===== src/rtl/dmem_pkg.sv =====
// rtl/dmem_pkg.sv - shared types, widths and alignment check for the data-memory LSU
package dmem_pkg;

  localparam int ADDRESS_SIZE = 32;
  localparam int DATA_SIZE    = 32;

  typedef enum logic [1:0] {
    SZ_BYTE = 2'b00,
    SZ_HALF = 2'b01,
    SZ_WORD = 2'b10
  } size_e;

  typedef enum logic [1:0] {
    ST_IDLE,
    ST_READ,
    ST_WRITE,
    ST_RESP
  } lsu_state_e;

  // Any size other than byte/half is treated as a word access.
  function automatic logic is_misaligned(input size_e size, input logic [1:0] offset);
    case (size)
      SZ_BYTE: return 1'b0;
      SZ_HALF: return offset[0];
      default: return offset != 2'b00;
    endcase
  endfunction

endpackage


===== src/rtl/dmem_lane_align.sv =====
// rtl/dmem_lane_align.sv - big-endian lane extract/extend for loads and lane merge for stores
module dmem_lane_align
  import dmem_pkg::*;
(
  input  size_e                 size_i,
  input  logic                  signed_i,
  input  logic [1:0]            offset_i,
  input  logic [DATA_SIZE-1:0]  word_i,
  input  logic [DATA_SIZE-1:0]  wdata_i,
  output logic [DATA_SIZE-1:0]  load_o,
  output logic [DATA_SIZE-1:0]  merge_o
);

  logic [4:0]  byte_sh;
  logic [4:0]  half_sh;
  logic [7:0]  lane_b;
  logic [15:0] lane_h;

  // Offset k sits at bit 31-8k, so the right-shift amount is (3-k)*8 for bytes, (2-k)*8 for halves.
  assign byte_sh = {~offset_i, 3'b000};
  assign half_sh = {~offset_i[1], 4'b0000};
  assign lane_b  = 8'(word_i >> byte_sh);
  assign lane_h  = 16'(word_i >> half_sh);

  always_comb begin
    load_o  = word_i;
    merge_o = wdata_i;
    case (size_i)
      SZ_BYTE: begin
        load_o  = {{(DATA_SIZE-8){signed_i & lane_b[7]}}, lane_b};
        merge_o = (word_i & ~(DATA_SIZE'(8'hFF) << byte_sh))
                | (DATA_SIZE'(wdata_i[7:0]) << byte_sh);
      end
      SZ_HALF: begin
        load_o  = {{(DATA_SIZE-16){signed_i & lane_h[15]}}, lane_h};
        merge_o = (word_i & ~(DATA_SIZE'(16'hFFFF) << half_sh))
                | (DATA_SIZE'(wdata_i[15:0]) << half_sh);
      end
      default: ;
    endcase
  end

endmodule


===== src/rtl/dmem_lsu.sv =====
// rtl/dmem_lsu.sv - MEM-stage load/store initiator with read-modify-write for sub-word stores
module dmem_lsu
  import dmem_pkg::*;
#(
  parameter logic [ADDRESS_SIZE-1:0] PARK_ADDR = 32'hFFFF_FFFC
) (
  input  logic                    clk,
  input  logic                    rst_n,
  input  logic                    req_valid,
  output logic                    req_ready,
  input  logic                    req_write,
  input  logic [1:0]              req_size,
  input  logic                    req_signed,
  input  logic [ADDRESS_SIZE-1:0] req_addr,
  input  logic [DATA_SIZE-1:0]    req_wdata,
  output logic                    resp_valid,
  output logic [DATA_SIZE-1:0]    resp_rdata,
  output logic                    resp_misalign,
  output logic                    mem_write_enable,
  output logic [ADDRESS_SIZE-1:0] mem_write_address,
  output logic [DATA_SIZE-1:0]    mem_write_data,
  output logic [ADDRESS_SIZE-1:0] mem_read_address,
  input  logic [DATA_SIZE-1:0]    mem_read_data
);

  lsu_state_e              state_q, state_d;
  logic [ADDRESS_SIZE-1:0] addr_q, addr_d;
  size_e                   size_q, size_d;
  logic                    signed_q, signed_d;
  logic                    write_q, write_d;
  logic [DATA_SIZE-1:0]    wdata_q, wdata_d;
  logic                    misalign_q, misalign_d;
  // Holds the word to write while in WRITE and the extended load result while in RESP.
  logic [DATA_SIZE-1:0]    data_q, data_d;

  logic [DATA_SIZE-1:0]    load_data;
  logic [DATA_SIZE-1:0]    merge_data;
  logic [ADDRESS_SIZE-1:0] word_addr;
  size_e                   req_size_e;

  assign req_size_e = size_e'(req_size);
  assign word_addr  = {addr_q[ADDRESS_SIZE-1:2], 2'b00};

  dmem_lane_align u_lane_align (
    .size_i   (size_q),
    .signed_i (signed_q),
    .offset_i (addr_q[1:0]),
    .word_i   (mem_read_data),
    .wdata_i  (wdata_q),
    .load_o   (load_data),
    .merge_o  (merge_data)
  );

  always_ff @(posedge clk or negedge rst_n) begin
    if (!rst_n) begin
      state_q    <= ST_IDLE;
      addr_q     <= '0;
      size_q     <= SZ_BYTE;
      signed_q   <= 1'b0;
      write_q    <= 1'b0;
      wdata_q    <= '0;
      misalign_q <= 1'b0;
      data_q     <= '0;
    end else begin
      state_q    <= state_d;
      addr_q     <= addr_d;
      size_q     <= size_d;
      signed_q   <= signed_d;
      write_q    <= write_d;
      wdata_q    <= wdata_d;
      misalign_q <= misalign_d;
      data_q     <= data_d;
    end
  end

  always_comb begin
    state_d    = state_q;
    addr_d     = addr_q;
    size_d     = size_q;
    signed_d   = signed_q;
    write_d    = write_q;
    wdata_d    = wdata_q;
    misalign_d = misalign_q;
    data_d     = data_q;
    case (state_q)
      ST_IDLE: begin
        if (req_valid) begin
          addr_d     = req_addr;
          size_d     = req_size_e;
          signed_d   = req_signed;
          write_d    = req_write;
          wdata_d    = req_wdata;
          misalign_d = is_misaligned(req_size_e, req_addr[1:0]);
          data_d     = '0;
          if (is_misaligned(req_size_e, req_addr[1:0])) begin
            state_d = ST_RESP;
          end else if (req_write && req_size_e != SZ_BYTE && req_size_e != SZ_HALF) begin
            data_d  = req_wdata;
            state_d = ST_WRITE;
          end else begin
            state_d = ST_READ;
          end
        end
      end
      ST_READ: begin
        data_d  = write_q ? merge_data : load_data;
        state_d = write_q ? ST_WRITE : ST_RESP;
      end
      ST_WRITE: begin
        data_d  = '0;
        state_d = ST_RESP;
      end
      default: begin
        misalign_d = 1'b0;
        state_d    = ST_IDLE;
      end
    endcase
  end

  // RAM port is parked outside READ so every READ presents a fresh address.
  assign req_ready         = (state_q == ST_IDLE);
  assign resp_valid        = (state_q == ST_RESP);
  assign resp_rdata        = (state_q == ST_RESP) ? data_q : '0;
  assign resp_misalign     = (state_q == ST_RESP) && misalign_q;
  assign mem_write_enable  = (state_q == ST_WRITE);
  assign mem_write_address = (state_q == ST_WRITE) ? word_addr : '0;
  assign mem_write_data    = (state_q == ST_WRITE) ? data_q : '0;
  assign mem_read_address  = (state_q == ST_READ) ? word_addr : PARK_ADDR;

endmodule

===== config.mk =====
export PLATFORM = sky130hd
export DESIGN_NAME = dmem_lsu
export DESIGN_NICKNAME = d
export VERILOG_FILES = /design/src/rtl/dmem_pkg.sv /design/src/rtl/dmem_lane_align.sv /design/src/rtl/dmem_lsu.sv
export SDC_FILE = /design/constraint.sdc
export NUM_CORES = 1
export LEC_CHECK = 0
export CAP_MARGIN = 0
export CORE_MARGIN = 5
export CORE_UTILIZATION = 49
export DETAILED_ROUTE_END_ITERATION = 7
export PLACE_DENSITY = 0.87
export SYNTH_ARGS = -nofsm -noshare
export SYNTH_HDL_FRONTEND = slang
export SYNTH_SLANG_ARGS = --single-unit

===== constraint.sdc =====
create_clock -name clk -period 4.8 [get_ports clk]
set_input_delay 0.96 -clock clk [delete_from_list [all_inputs] [get_ports clk]]
set_output_delay 0.96 -clock clk [all_outputs]
set_load 0.05 [all_outputs]

==> Yosys cells after proc, flatten, opt, wreduce, memory -nomap -nowiden <==
Cells that the tools add are included.
{ "totals": {"elab_cells": 65, "out_inout_bits": 132, "regBits": 103, "in_bits": 103} }
{ "op_classes": {"mux": 20, "n_reduce_logical": 13, "bitwise": 11, "n_shift": 6, "n_eq_ne": 7} }
{ "op_table": {"columns": ["operator", "n"], "rows": [
  ["2-to-1 mux 32 bit", 8],
  ["case mux 32 bit (2 select lines)", 2],
  ["case mux 32 bit (3 select lines)", 1],
  ["bitwise AND 32 bit", 2],
  ["NOT 32 bit", 2],
  ["OR 32 bit", 2],
  ["left shift 16 x 5 -> 32 bit", 1],
  ["left shift 16 x 5 -> 32 bit, first input constant", 1],
  ["left shift 8 x 5 -> 32 bit", 1],
  ["left shift 8 x 5 -> 32 bit, first input constant", 1],
  ["right shift 32 x 5 -> 16 bit", 1],
  ["right shift 32 x 5 -> 8 bit", 1],
  ["== test 2 x 1 -> 1 bit, second input constant", 3],
  ["logical NOT 2 bit", 3],
  ["2-to-1 mux 2 bit", 3],
  ["case mux 2 bit (3 select lines)", 1],
  ["AND reduction 2 bit", 3],
  ["== test 2 bit, second input constant", 2],
  ["case mux 1 bit (2 select lines)", 2],
  ["nonzero test 2 bit", 2],
  ["logical AND 1 bit", 3],
  ["2-to-1 mux 1 bit", 3],
  ["nonzero test 3 bit", 1],
  ["bitwise AND 1 bit", 2],
  ["other kinds (5)", 6]
]} }

==> Longest topological paths before layout <==
{ "depth": {"ltp_word": 8, "depth_mapped": 8, "depth_no_buf": 7} }

==> Hierarchy <==
Synthesis repeated with hierarchy kept, for this count alone.
{ "hier_totals": {"cells_unflattened": 785, "area_unflattened_um2": 7176.9} }
{ "by_module_without_submodules": {"columns": ["mod", "cells_per_inst", "seq_area_each_um2", "n_inst", "area_each_um2"], "rows": [
  ["dmem_lsu", 533, 2577.5, 1, 5690.5],
  ["dmem_lane_align", 252, 0.0, 1, 1486.4]
]} }

==> Worst setup path after synthesis <==
No wires, ideal clock.
{ "synth_timing": {"kind": "register to output", "start": "reg state_q[0]", "end": "out mem_write_address[10]", "arrival_time_ns": 1.879, "t_required_ns": 3.840, "path_stages_with_launch": 6, "setup_slack_ns": 1.961, "path_buffers": 2, "cell_sequence": "dfrtp_1 > inv_1 > ha_1 > clkbuf_1 > clkbuf_1 > and2_1"} }
{ "synth_via": {"elab_chain_cells": 2} }
{ "synth_lines": {"columns": ["item", "line_no", "text"], "rows": [
  ["from (decl)", "dmem_lsu.sv:26", "lsu_state_e state_q, state_d;"],
  ["from (signal assigned)", "dmem_lsu.sv:65", "state_q <= state_d;"],
  ["== test 2 bit", null, null],
  ["net mem_write_enable", "dmem_lsu.sv:19", "output logic mem_write_enable,"],
  ["2-to-1 mux 32 bit", "dmem_lsu.sv:126", "assign mem_write_address = (state_q == ST_WRITE) ? word_addr : '0;"],
  ["to (decl)", "dmem_lsu.sv:20", "output logic [ADDRESS_SIZE-1:0] mem_write_address,"]
]} }
The timed path passes the listed nets, and every way through them passes these cells.

==> Final worst setup path <==
{ "layout_timing": {"start": "reg state_q[0]", "end": "out mem_write_data[21]"} }
{ "layout_via": {"elab_chain_cells": 2} }
{ "layout_lines": {"columns": ["item", "line_no", "text"], "rows": [
  ["== test 2 bit", "dmem_lsu.sv:127", "assign mem_write_data = (state_q == ST_WRITE) ? data_q : '0;"],
  ["2-to-1 mux 32 bit", "dmem_lsu.sv:127", null],
  ["to (decl)", "dmem_lsu.sv:21", "output logic [DATA_SIZE-1:0] mem_write_data,"]
]} }
Every way passes these cells.

==> metrics.md <==
| Metric | Value |
|---|---|
| Max-cap violations | `0` |
| Run status | `complete, no violations` |
| Share of cells above drive strength 1 | `0.143` |
| Critical Path Max Stage Delay | `0.83 ns` |
| Die Ht | `approximately 130 µm` |
| Worst slew margin | `0.228` |
| Diode count | `0` |
| 1st-pass router iterations | `7` |
| Quantity of hold-fixing buffers added after cts | `0` |
| Power Dens Cells | `726 mW/mm²` |
| Max VDD drop | `438 µV` |
| Nature of the critical path startpoint | `flop` |
| Clock Sinks | `~100` |
| Pleak | `around 3.7 nW` |
| Fin crit share | `0.780` |
| Crit path max-delay family | `buffers and inverters` |
| Clock skew | `0.00589 ns` |
| GRT Total Usage | `0.265` |
| Fin worst setup slack | `between 1 and 1.5 ns` |
| Cells after Synth | `around 680` |
| FILL cells | `1017` |
| CTS HTree Levels | `3` |
| Worst setup path class | `reg2out` |
| Post-synthesis async set-or-reset flop share | `1.00` |
| Mean post-synth cell area | `between 9 and 10 µm²` |
| Die W | `125 µm` |
| IO buf count | `230` |
| Setup Fix Bufs, Post-CTS | `0` |
| Worst setup EP type | `output port` |
| Fin. max-slew vios | `0` |
| Crit-path cells | `inv_1 -> ha_2 -> and2_1 -> clkdlybuf4s50_1` |
| TritonCTS clock tree | `yes` |
| Initial Util | `0.495` |
| Vias in the first global route | `6249` |
| Remaining antenna violation count | `0` |
| Clock buffer depth | `2` |
| Slew @ Worst Pin | `between 1 and 1.5 ns` |
| Final hold vios | `0` |
| Final HPWL DP | `about 15 mm` |
| Crit-path max FO | `64` |
| Resize count post-CTS | `0` |
| Unrepaired setup endpoints after global routing | `no` |
| CP bufs+invs | `2` |
| CP max stage cell | `clkdlybuf4s50_1` |
| Site Rows | `42` |
| FF+latch count, synth | `around 100` |
| DR vias/cell | `around 5.8` |
| Initial antenna violation count | `0` |
| Crit path time final | `3.75 ns` |
| Final nets | `982` |
| Post-synth cell types | `53` |
| Total congestion overflow | `0` |
| Pin count of the biggest net entering global routing | `between 80 and 90` |
| CTS Buf Count | `9` |
| Area grow syn2layout | `40.7%` |
| Pre-CTS WS | `1.37 ns` |
| Routed len/inst | `between 15 and 20 µm` |
| Top_reg_cell synth | `dfrtp_1` |
| Setup TNS | `0 ns` |
| Finished Core Util | `0.696` |
| Die ar. | `around 0.016 mm²` |
| Detailed-route via count | `6144` |
| GP Congestion | `approximately 1` |
| Fmax | `approximately 0.27 GHz` |
| DRT Wirelength | `around 21 mm` |
| Ys Warns | `0` |
| Post-synth EDFFs | `0` |
| Post-route total power | `6.65 mW` |
| 1st-iter DRT viols | `between 500 and 600` |
| # DRC | `0` |
| Clock transition at the registers of the reported paths | `0.07 ns` |
| First-pass GRT wire length | `33.8 mm` |
| CP arrival | `roughly 2.8 ns` |
| Core ar. | `0.0131 mm²` |
| Post-synthesis sequential area ratio | `0.396` |
| CP Data Required Time | `about 3.8 ns` |
| Worst hold path type | `reg2reg` |
| Synthesized area | `about 0.0065 mm²` |
| Clk_lat worst skew | `between 0.3 and 0.4 ns` |
| IO Count | `between 200 and 250` |
| Most frequent cells in the layout | `clkdlybuf4s50_1 (229), dfrtp_1 (103), and2_1 (95)` |
| Root Buffer | `clkbuf_16` |
| Most common cell after layout, fill and taps aside | `clkdlybuf4s50_1` |
| Setup-violating endpoint count in the final report | `0` |
-- cells in the mapped netlist, types with 2 or more instances --
| cell type | n | share of area |
|---|---|---|
| o32a_1 | 6 | 0.0092 |
| o21ai_0 | 17 | 0.013 |
| a21o_1 | 3 | 0.0035 |
| ha_1 | 4 | 0.0077 |
| o22ai_1 | 17 | 0.016 |
| nor2_1 | 41 | 0.024 |
| and2_1 | 95 | 0.091 |
| o211ai_1 | 8 | 0.0092 |
| nor2_2 | 2 | 0.0019 |
| buf_1 | 5 | 0.0029 |
| o221ai_1 | 6 | 0.0081 |
| o31ai_1 | 2 | 0.0023 |
| a211o_1 | 3 | 0.0040 |
| a21oi_2 | 3 | 0.0040 |
| inv_2 | 2 | 0.0012 |
| a22oi_1 | 16 | 0.018 |
| and3_1 | 2 | 0.0019 |
| inv_1 | 4 | 0.0023 |
| nand2b_1 | 33 | 0.032 |
| a31oi_1 | 16 | 0.015 |
| nor3_1 | 11 | 0.0085 |
| a221o_1 | 6 | 0.0092 |
| buf_2 | 14 | 0.011 |
| buf_4 | 11 | 0.013 |
| clkbuf_1 | 24 | 0.014 |
| a221oi_1 | 8 | 0.011 |
| mux2i_1 | 16 | 0.025 |
| nand2_1 | 39 | 0.023 |
| dfrtp_1 | 103 | 0.40 |
| a22o_1 | 3 | 0.0040 |
| mux2_2 | 83 | 0.14 |
| a21oi_1 | 38 | 0.029 |
| nand3_1 | 15 | 0.012 |
-- area by class of cell --
cell class / instances / area, µm² / area share
Sequential cell: 103 / 2580 / 0.282
Clock buffer: 10 / 229 / 0.0250
Clock inverter: 5 / 57.6 / 0.00629
Tap cell: 176 / 220 / 0.0241
Inverter: 6 / 22.5 / 0.00246
Multi-Input combinational cell: 515 / 3650 / 0.399
Timing Repair Buffer: 240 / 2390 / 0.261
-- final timing paths --
kind	from	end	slack (ns)	depth (start not counted)
hold reg to reg	data_q[4]	data_q[4]	0.50	2
min in group asynchronous	rst_n	data_q[23]	0.78	1
setup / recovery	state_q[0]	mem_write_data[21]	1.05	4
max in group asynchronous	rst_n	data_q[9]	3.10	2
setup reg to reg	state_q[1]	data_q[30]	2.14	6
hold / removal	data_q[4]	data_q[4]	0.50	2
-- where the power goes --
group	leakage, nW	internal [mW]	switching, mW
Sequential	1.26	1.30	0.468
Clock	0.143	0.404	0.335
Combinational	2.26	1.61	2.53
Total	3.66	3.32	3.33
-- metrics by stage --
stage	hold slack [ns]	instances	cell area (µm²)
6_report	0.499	1055	9150
5_1_grt	0.530	1055	9150
4_1_cts	0.502	1055	9150
3_5_place_dp	0.487	1040	8860
3_3_place_gp	0.474	1040	8860
2_1_floorplan	0.456	679	6510
-- cell families (layout without fill, tap and decap cells) --
| family | Yosys count | in the layout | share of synthesized area |
|---|---|---|---|
| other | 1 | 4 | 0.000577 |
| and+or+nand+nor | 245 | 245 | 0.204 |
| DFF | 103 | 103 | 0.396 |
| buffers and inverters | 61 | 261 | 0.0454 |
| muxes | 101 | 101 | 0.174 |
| adders and majority gates | 4 | 4 | 0.00770 |
| AOI/OAI and AO/OA | 161 | 161 | 0.171 |
-- sequential cells by signal, indices dropped and copies added, names as in the netlist --
signal / flops
addr_q: 32
data_q: 32
wdata_q: 32
size_q: 2
state_q: 2
misalign_q: 1
signed_q: 1
write_q: 1
-- tightest hold or removal path: stages (launching register included) --
cell and delay, ns:
dfrtp_1 0.36, nand2_1 0.05, nand3_1 0.06
-- per-layer routing --
| metal | vias up | wire length, µm | GRT usage |
|---|---|---|---|
| met2 | 347 | 9820 | 0.426 |
| met1 | 2917 | 8410 | 0.342 |
| li1 | 2821 | - | - |
| met3 | 59 | 2110 | 0.0755 |
| met5 | - | 0 | 0 |
| met4 | 0 | 708 | 0.0976 |
Power figures use the tool's default switching activity.
